File: config.mk
export PLATFORM = sky130hd
export DESIGN_NAME = bsg_cache_dma_arbiter
export DESIGN_NICKNAME = d
export VERILOG_FILES = /design/src/rtl/bsg_cache_dma_arbiter.sv
export SDC_FILE = /design/constraint.sdc
export NUM_CORES = 1
export LEC_CHECK = 0
export ABC_CLOCK_PERIOD_IN_PS = 7600
export CORE_AREA = 2 2 164 166
export CTS_CLUSTER_SIZE = 12
export DETAILED_ROUTE_END_ITERATION = 16
export DIE_AREA = 0 0 166 168
export GPL_TIMING_DRIVEN = 0
export PLACE_DENSITY = 0.59
export SYNTH_ARGS = -nofsm -noshare
export SYNTH_HDL_FRONTEND = slang
export SYNTH_SLANG_ARGS = --single-unit
File: constraint.sdc
create_clock -name clk_i -period 7.6 [get_ports clk_i]
set_input_delay 1.52 -clock clk_i [delete_from_list [all_inputs] [get_ports clk_i]]
set_output_delay 1.52 -clock clk_i [all_outputs]
set_load 0.02 [all_outputs]
File: src/rtl/bsg_cache_dma_arbiter.sv
// Arbitrates per-cache DMA packets onto one memory-side DMA engine and steers read/write
// data by requester-id tag FIFOs. Define BSG_CACHE_DMA_ARB_RR_EN for round-robin grant.
module bsg_cache_dma_arbiter #(
  parameter int num_req_p             = 4,
  parameter int addr_width_p          = 32,
  parameter int data_width_p          = 32,
  parameter int block_size_in_words_p = 8,
  parameter int tag_els_p             = 4
) (
  input  logic                                    clk_i,
  input  logic                                    reset_i,

  input  logic [num_req_p*(addr_width_p+1)-1:0]   dma_pkt_i,
  input  logic [num_req_p-1:0]                    dma_pkt_v_i,
  output logic [num_req_p-1:0]                    dma_pkt_yumi_o,

  output logic [data_width_p-1:0]                 dma_data_o,
  output logic [num_req_p-1:0]                    dma_data_v_o,
  input  logic [num_req_p-1:0]                    dma_data_ready_i,

  input  logic [num_req_p*data_width_p-1:0]       dma_data_i,
  input  logic [num_req_p-1:0]                    dma_data_v_i,
  output logic [num_req_p-1:0]                    dma_data_yumi_o,

  output logic [addr_width_p:0]                   mem_pkt_o,
  output logic                                    mem_pkt_v_o,
  input  logic                                    mem_pkt_yumi_i,

  input  logic [data_width_p-1:0]                 mem_data_i,
  input  logic                                    mem_data_v_i,
  output logic                                    mem_data_ready_o,

  output logic [data_width_p-1:0]                 mem_data_o,
  output logic                                    mem_data_v_o,
  input  logic                                    mem_data_yumi_i
);

  localparam int pkt_w_lp  = addr_width_p + 1;
  localparam int id_w_lp   = $clog2(num_req_p);
  localparam int ptr_w_lp  = (tag_els_p > 1) ? $clog2(tag_els_p) : 1;
  localparam int cnt_w_lp  = $clog2(tag_els_p + 1);
  localparam int word_w_lp = $clog2(block_size_in_words_p);

  // Channel index 0 is the read direction, 1 is the write direction.
  logic [1:0]              push, pop, full, empty, beat;
  logic [id_w_lp-1:0]      head [2];
  logic [id_w_lp-1:0]      grant_id;
  logic                    grant_wnr, accept;

  logic [pkt_w_lp-1:0]     pkts  [num_req_p];
  logic [data_width_p-1:0] wdata [num_req_p];
  logic [num_req_p-1:0]    wnr, eligible;

  for (genvar gi = 0; gi < num_req_p; gi++) begin : g_req
    assign pkts[gi]     = dma_pkt_i[gi*pkt_w_lp +: pkt_w_lp];
    assign wdata[gi]    = dma_data_i[gi*data_width_p +: data_width_p];
    assign wnr[gi]      = pkts[gi][addr_width_p];
    assign eligible[gi] = dma_pkt_v_i[gi] & ~full[wnr[gi]];
  end

  for (genvar gi = 0; gi < 2; gi++) begin : g_chan
    logic [id_w_lp-1:0]   tags_q [tag_els_p];
    logic [id_w_lp-1:0]   tags_d [tag_els_p];
    logic [ptr_w_lp-1:0]  wptr_q, wptr_d, rptr_q, rptr_d;
    logic [cnt_w_lp-1:0]  cnt_q, cnt_d;
    logic [word_w_lp-1:0] word_q, word_d;
    logic                 last_word;

    assign last_word = word_q == word_w_lp'(block_size_in_words_p - 1);
    assign pop[gi]   = beat[gi] & last_word;
    assign full[gi]  = cnt_q == cnt_w_lp'(tag_els_p);
    assign empty[gi] = cnt_q == '0;
    assign head[gi]  = tags_q[rptr_q];

    always_comb begin
      tags_d = tags_q;
      wptr_d = wptr_q;
      rptr_d = rptr_q;
      cnt_d  = cnt_q;
      word_d = word_q;
      if (push[gi]) begin
        tags_d[wptr_q] = grant_id;
        wptr_d = (wptr_q == ptr_w_lp'(tag_els_p - 1)) ? '0 : wptr_q + ptr_w_lp'(1);
      end
      if (pop[gi])
        rptr_d = (rptr_q == ptr_w_lp'(tag_els_p - 1)) ? '0 : rptr_q + ptr_w_lp'(1);
      case ({push[gi], pop[gi]})
        2'b10:   cnt_d = cnt_q + cnt_w_lp'(1);
        2'b01:   cnt_d = cnt_q - cnt_w_lp'(1);
        default: cnt_d = cnt_q;
      endcase
      if (beat[gi])
        word_d = last_word ? '0 : word_q + word_w_lp'(1);
    end

    always_ff @(posedge clk_i) begin
      if (reset_i) begin
        tags_q <= '{default: '0};
        wptr_q <= '0;
        rptr_q <= '0;
        cnt_q  <= '0;
        word_q <= '0;
      end else begin
        tags_q <= tags_d;
        wptr_q <= wptr_d;
        rptr_q <= rptr_d;
        cnt_q  <= cnt_d;
        word_q <= word_d;
      end
    end
  end

`ifdef BSG_CACHE_DMA_ARB_RR_EN
  logic [id_w_lp-1:0] rr_q, rr_d;

  // Scan downward so the requester nearest the pointer is the last (winning) assignment.
  always_comb begin
    grant_id = '0;
    for (int k = num_req_p - 1; k >= 0; k--) begin
      if (eligible[(int'(rr_q) + k) % num_req_p])
        grant_id = id_w_lp'((int'(rr_q) + k) % num_req_p);
    end
    rr_d = rr_q;
    if (accept)
      rr_d = (int'(grant_id) == num_req_p - 1) ? '0 : grant_id + id_w_lp'(1);
  end

  always_ff @(posedge clk_i) begin
    if (reset_i) rr_q <= '0;
    else         rr_q <= rr_d;
  end
`else
  always_comb begin
    grant_id = '0;
    for (int k = num_req_p - 1; k >= 0; k--) begin
      if (eligible[k]) grant_id = id_w_lp'(k);
    end
  end
`endif

  assign mem_pkt_v_o = (|eligible) & ~reset_i;
  assign mem_pkt_o   = pkts[grant_id];
  assign grant_wnr   = wnr[grant_id];
  assign accept      = mem_pkt_v_o & mem_pkt_yumi_i;
  assign push        = {accept & grant_wnr, accept & ~grant_wnr};

  always_comb begin
    dma_pkt_yumi_o = '0;
    if (accept) dma_pkt_yumi_o[grant_id] = 1'b1;
  end

  always_comb begin
    dma_data_v_o     = '0;
    dma_data_o       = '0;
    mem_data_ready_o = 1'b0;
    mem_data_v_o     = 1'b0;
    mem_data_o       = '0;
    dma_data_yumi_o  = '0;
    if (!empty[0] && !reset_i) begin
      dma_data_v_o[head[0]] = mem_data_v_i;
      mem_data_ready_o      = dma_data_ready_i[head[0]];
      dma_data_o            = mem_data_i;
    end
    if (!empty[1] && !reset_i) begin
      mem_data_v_o             = dma_data_v_i[head[1]];
      mem_data_o               = wdata[head[1]];
      dma_data_yumi_o[head[1]] = mem_data_yumi_i;
    end
  end

  assign beat[0] = mem_data_v_i & mem_data_ready_o;
  assign beat[1] = mem_data_v_o & mem_data_yumi_i;

endmodule

==> results of run 1 <==
-- power by group through the flow --
| stage | Sequential (uW) | Clock, uW | Combinational, uW |
|---|---|---|---|
| 3_3_place_gp | 198 | 0 | 405 |
| 6_report | 194 | 203 | 402 |
| 5_1_grt | 195 | 217 | 426 |
| 3_5_place_dp | 198 | 0 | 406 |
| 2_1_floorplan | 197 | 0 | 146 |
| 4_1_cts | 194 | 208 | 408 |
-- stage by stage --
step	setup WS (ns)	utilization [%]	cell area [um2]	std cells
6_report	1.208	33.58	8848	1210
5_1_grt	0.9937	33.58	8848	1210
4_1_cts	1.147	33.56	8843	1208
3_5_place_dp	1.138	33.01	8697	1200
3_3_place_gp	1.160	33.01	8697	1200
2_1_floorplan	2.962	-	4066	439
-- worst reg2reg max path, delay by kind of cell, from the launching register on --
family / cells / cell delay [ns]
adders and majority gates: 2 / 0.57
AOI/OAI and AO/OA: 3 / 0.81
xor gates and xnor gates: 1 / 0.16
buffers and inverters: 3 / 0.49
DFF: 1 / 0.33
and+or+nand+nor: 4 / 1.10
-- logic make-up (layout without fill, tap and decap cells) --
group           Yosys count  count (layout)  share of synthesized area, %
fa+ha+maj                18              18                         5.908
flops                    36              36                         17.72
xor+xnor                  4               4                        0.8614
simple gates            166             166                         23.54
compound gates          103             103                         20.46
other cells               0               2                             0
mux                      58              58                         25.97
buf+inv                  54             482                         5.538
-- state kept, by name, summed over array words and instances, names as in the netlist --
register and flops:
g_chan.tags_q 16, g_chan.wptr_q 4, g_chan.rptr_q 4, g_chan.cnt_q 6
g_chan.word_q 6
-- synth_stat cells, drive strengths merged, types with 2 or more instances --
library cell	instances
dfxtp	36
clkbuf	31
xor2	4
a22o	32
buf	7
or3	6
nor3	7
o21a	2
nor3b	3
inv	15
ha	16
a221o	32
and2	69
a21oi	16
mux2i	20
nor2b	4
nand2	17
nor2	19
nand2b	16
or4	2
o21ai	11
and3	5
mux4	38
fa	2
or3b	2
nand4	2
nand3	10
o211ai	2
or4bb	2
-- worst max-delay path by stage --
stage / startpoint / to / slack (ns) / cells after the start
floorplan: dma_pkt_i[32] / mem_pkt_o[10] / 2.96 / 6
global placement: dma_pkt_i[32] / mem_pkt_o[22] / 1.16 / 8
detailed placement: dma_pkt_i[32] / mem_pkt_o[22] / 1.14 / 8
CTS: dma_pkt_i[32] / mem_pkt_o[22] / 1.15 / 8
global route: dma_pkt_i[32] / mem_pkt_o[22] / 0.99 / 8
finish: dma_pkt_i[32] / mem_pkt_o[22] / 1.21 / 8
-- metal layers --
layer / share of wire [%] / wire length [um]
met2: 54 / 11880
met1: 35 / 7734
met3: 7.6 / 1660
met4: 2.8 / 618
met5: 0 / 0
-- cell type report --
type | count | area [um2] | share of cell area [%]
multi-input cells | 349 | 3120 | 35.27
inverters | 16 | 60.06 | 0.6787
well taps | 341 | 426.7 | 4.822
flip-flops and latches | 36 | 720.7 | 8.145
repair buffers | 420 | 4204 | 47.51
diodes | 2 | 5.005 | 0.05656
plain buffers | 38 | 165.2 | 1.867
clock buffers | 8 | 146.4 | 1.654
==> run_results.csv, run 1 <==
group,metric,value,unit
outcome,outcome,"completed",
job,max_cap_viol_count,0,
die,io_pins,421,
critical_path,path_buf_inv,3,
drt,drt_pass1_iterations,4,
global_routing,grt_pass1_wl,31.53,mm
synth,synthCells,439,
die,core_area,26350,um2
final_layout,final_common_cell,"clkdlybuf4s50_1",
die,die_area,27890,um2
clocking,ctsHoldBuffers,0,
critical_path,critical_path.top_delay_family,"buffers and inverters",
clocking,ctsHtreeMaxLevel,2,
clocking,cts_root_buffer,"clkbuf_16",
die,start_util,15.43,%
clocking,cts_repair_resize_count,0,
critical_path,reg2reg_slack,4.06,ns
power,switchingPower,224.9,uW
min_path,hp-class,"register to register",
sta,fmax,156.5,MHz
drt,viasPerCell,4.373,
critical_path,crit_path_max_fanout,10,
synth,synth_top_area_share,21.05,%
final_layout,most-common-layout-cells,"clkdlybuf4s50_1 (420), and2_1 (69), mux4_2 (38)",
place,numPortBuffers,420,
synth,synth_seq_cells,36,
critical_path,slowest_delay,0.62,ns
sta,finalSetupViolCount,0,
drt,via_count,5291,
sta,fin_crit_sh,84.10,%
critical_path,rr_worst_depth,13,
power,comb_power_share,50.3,%
final_layout,layout.nets,1193,
drt,post_drt_wl_per_cell,18.09,um
power,p_leak,0.003196,uW
power,finalPower,798.9,uW
synth,synth-main-ff-cell,"dfxtp_1",
global_routing,antenna_found_initial,3,
synth,synth-edff-count,0,
drt,drtIter0Drc,236,
sta,finalSetupTns,0,ns
synth,synth_area_leaders,"mux4_2 (21%), dfxtp_1 (18%), and2_1 (11%)",
synth,synth_top_area_cell,"mux4_2",
power,pwr-share-clk,25.4,%
critical_path,crit_chain,"clkdlybuf4s50_1 -> or4bb_1 -> o211ai_1 -> nand2_1 -> nor2_1 -> clkbuf_1 -> a221o_1 -> clkdlybuf4s50_1",
global_routing,globalRouteOverflowTotal,0,
synth,yosysWarnings,0,
critical_path,critPathKind,"input pin to output port",
power,peakVddDrop,79.42,uV
final_layout,n_fill_cell,2779,
global_routing,use_met1,14.43,%
global_routing,grt_pass1_vias,5513,
final_layout,drive_above_1_share,5.998,%
critical_path,end_kind,"output port",
sta,hold_viol,0,
drt,wl,21.89,mm
global_routing,grt_usage,14.67,%
synth,syn_avg_cell_area,9.263,um2
critical_path,required,6.08,ns
global_routing,met3_usage,3.456,%
min_path,hold-path-endpoint,"g_chan[1].tags_q[7]$_SDFFE_PP0P_",
drt,ant_nets,0,
synth,synth-seq-area-share,17.72,%
clocking,cts.sinks,36,
clocking,clockBufferDepth,2,
clocking,clkTransAtPathRegs,0.05,ns
place,gp_congestion,0.8455,
clocking,numCtsBuffers,5,
place,dp_hpwl,19.14,mm
clocking,clk_latency,0.27,ns
clocking,postCtsSetupBuffers,0,
global_routing,use_met2,29.79,%
min_path,whs_path_depth,2,
synth,synth.distinct_cells,45,
die,std_cell_rows,60,
min_path,min_from,"g_chan[1].tags_q[7]$_SDFFE_PP0P_",
power,power.density,90.29,nW/um2
sta,slew-limit-headroom,36.26,%
critical_path,critPathArrivalTime,4.87,ns
die,die_y,168,um
power,sw_frac_of_total,28.15,%
critical_path,r2r_end,"g_chan[0].cnt_q[2]$_SDFFE_PP0P_",
global_routing,grt_max_degree,11,
final_layout,syn_to_final_growth,117.6,%
critical_path,crit_slowest_cell,"clkdlybuf4s50_1",
global_routing,gr-max-usage-layer,"met2",
synth,syn_area,4066,um2
sta,finalMaxSlewViolations,0,
clocking,cts_tree,"done",
power,seqPwrFrac,24.3,%
synth,synthesis.nets,766,
sta,rsz0062_at_grt,"no",
drt,drcViolationCount,0,
die,die_x,166,um
critical_path,path_common_cell,"clkdlybuf4s50_1",
critical_path,start_kind,"input pin",
synth,async_reset_ff_share,0,%
critical_path,crit-reg2reg-launch,"g_chan[0].cnt_q[0]$_SDFFE_PP0P_",
sta,worstMarginPinSlew,0.9526,ns
power,intPower,574.0,uW
sta,hold_slack,0.4700,ns
sta,fin_skew,0.004004,ns
sta,finalCriticalPeriod,6.392,ns
(Power assumes the default switching activity.)
==> run 2, diff against run 1 <==
- ABC_CLOCK_PERIOD_IN_PS: 7600 -> 5300
- PLACE_DENSITY: 0.59 -> 0.61
- clock period: 7.6 -> 5.3 ns (I/O delays scaled with it)
==> run_results.csv, run 2 (synthesized netlist as in run 1, its figures left out) <==
group,metric,value,unit
global_routing,grt_usage,14.92,%
sta,worstMarginPinSlew,0.9092,ns
clocking,cts_tree,"done",
drt,wl,22.15,mm
drt,ant_nets,0,
drt,via_count,5311,
clocking,clk_latency,0.28,ns
outcome,outcome,"completed",
clocking,clockBufferDepth,2,
drt,drcViolationCount,0,
drt,drtIter0Drc,137,
power,switchingPower,331.3,uW
clocking,ctsHtreeMaxLevel,2,
place,dp_cells,1200,
final_layout,syn_to_final_growth,118.4,%
final_layout,most-common-layout-cells,"clkdlybuf4s50_1 (418), and2_1 (69), mux4_2 (38)",
drt,drt_pass1_iterations,4,
drt,post_drt_wl_per_cell,18.31,um
min_path,hp-class,"register to register",
sta,slew-limit-headroom,39.16,%
power,p_leak,0.003237,uW
clocking,ctsHoldBuffers,0,
power,comb_power_share,49.1,%
sta,finalMaxSlewViolations,0,
power,peakVddDrop,103.6,uV
die,die_x,166,um
die,start_util,15.43,%
final_layout,largest_reg_flops,16,
critical_path,critPathArrivalTime,4.06,ns
clocking,cts_repair_resize_count,8,
critical_path,crit_path_max_fanout,10,
place,dp_hpwl,19.71,mm
die,die_y,168,um
power,finalPower,1188,uW
final_layout,layout.nets,1193,
sta,fmax,195.2,MHz
clocking,clkTransAtPathRegs,0.05,ns
drt,viasPerCell,4.389,
global_routing,globalRouteOverflowTotal,0,
final_layout,instances_no_fill,1210,
clocking,cts.sinks,36,
sta,fin_crit_sh,96.65,%
global_routing,grt_pass1_vias,5533,
sta,finalCriticalPeriod,5.122,ns
critical_path,required,4.24,ns
critical_path,critPathKind,"input pin to output port",
critical_path,start_kind,"input pin",
sta,finalSetupViolCount,0,
power,pwr-share-clk,27.5,%
final_layout,fin_util,33.70,%
place,gp_congestion,0.8102,
power,power.density,133.8,nW/um2
die,io_pins,421,
sta,hold_slack,0.4742,ns
final_layout,regMostFlops,"g_chan.tags_q",
sta,hold_viol,0,
global_routing,grt_pass1_wl,32.02,mm
sta,rsz0062_at_grt,"no",
clocking,postCtsSetupBuffers,0,
final_layout,final_common_cell,"clkdlybuf4s50_1",
die,std_cell_rows,60,
global_routing,grt_max_degree,12,
clocking,numCtsBuffers,5,
critical_path,end_kind,"output port",
final_layout,drive_above_1_share,7.151,%
power,sw_frac_of_total,27.89,%
clocking,cts_root_buffer,"clkbuf_16",
sta,finalSetupTns,0,ns
die,core_area,26350,um2
final_layout,top_regs,"g_chan.tags_q: 16 flops, g_chan.cnt_q: 6 flops, g_chan.word_q: 6 flops",
job,max_cap_viol_count,0,
power,intPower,856.5,uW
die,die_area,27890,um2
global_routing,antenna_found_initial,3,
sta,fin_skew,0.005265,ns
place,numPortBuffers,420,
power,seqPwrFrac,23.4,%
run 2: cell types whose count changed in the layout (fill, tap and decap cells not counted):
cell,before,now
nor2_1,19,18
clkdlybuf4s50_1,420,418
buf_2,3,4
bufinv_16,0,1
clkbuf_2,0,7
nor2_4,0,1
clkbuf_8,1,0
clkbuf_1,33,24
clkinv_2,0,1
dlygate4sd2_1,0,2
run 2: worst paths after layout:
path / startpoint / to / slack [ns] / cells after the start
worst max-delay path: dma_pkt_i[32] / mem_pkt_o[17] / 0.18 / 8
worst min-delay path: g_chan[1].tags_q[7]$_SDFFE_PP0P_ / g_chan[1].tags_q[7]$_SDFFE_PP0P_ / 0.47 / 2
worst max register to register: g_chan[0].cnt_q[2]$_SDFFE_PP0P_ / g_chan[0].cnt_q[2]$_SDFFE_PP0P_ / 1.71 / 13
worst min register to register: g_chan[1].tags_q[7]$_SDFFE_PP0P_ / g_chan[1].tags_q[7]$_SDFFE_PP0P_ / 0.47 / 2
run 2: power by group through the flow:
| stage | Clock (uW) | Combinational, uW | Sequential (uW) |
|---|---|---|---|
| after floorplan | 0 | 209 | 283 |
| after detailed placement | 0 | 590 | 284 |
| after CTS | 334 | 592 | 278 |
| after global placement | 0 | 587 | 284 |
| final | 327 | 583 | 278 |
| after global routing | 350 | 618 | 279 |
run 2: routing by layer:
layer | vias to the layer above | wire (um) | GRT usage [%]
met1 | 2473 | 7628 | 14.21
met3 | 20 | 1692 | 4.255
met4 | 2 | 533 | 4.423
li1 | 2540 | - | -
met5 | - | 13 | 0
met2 | 276 | 12280 | 30.56
run 2: through the flow:
| stage | setup slack (ns) | cell area [um2] |
|---|---|---|
| finish | 0.1777 | 8881 |
| floorplan | 1.582 | 4066 |
| detailed placement | -0.3763 | 8697 |
| global route | 0.003322 | 8881 |
| global placement | -0.4197 | 8697 |
| CTS | 0.03414 | 8867 |
run 2: worst max-delay path, stage by stage:
cell             delay [ns]
clkdlybuf4s50_1        0.55
or4bb_1                0.44
o211ai_1               0.25
o21ai_1                0.28
clkbuf_1               0.32
a22o_1                 0.30
a221o_1                0.31
clkdlybuf4s50_1        0.55
run 2: area by class of cell:
cell class                      instances  area, um2
Sequential cell                        36      720.7
Tap cell                              341      426.7
Antenna cell                            2      5.005
Clock buffer                            6      128.9
Timing Repair Buffer                  420       4202
Multi-Input combinational cell        349       3128
Clock inverter                          2      35.03
Inverter                               16      60.06
Buffer                                 38      175.2
Fill cell                            2754      17470
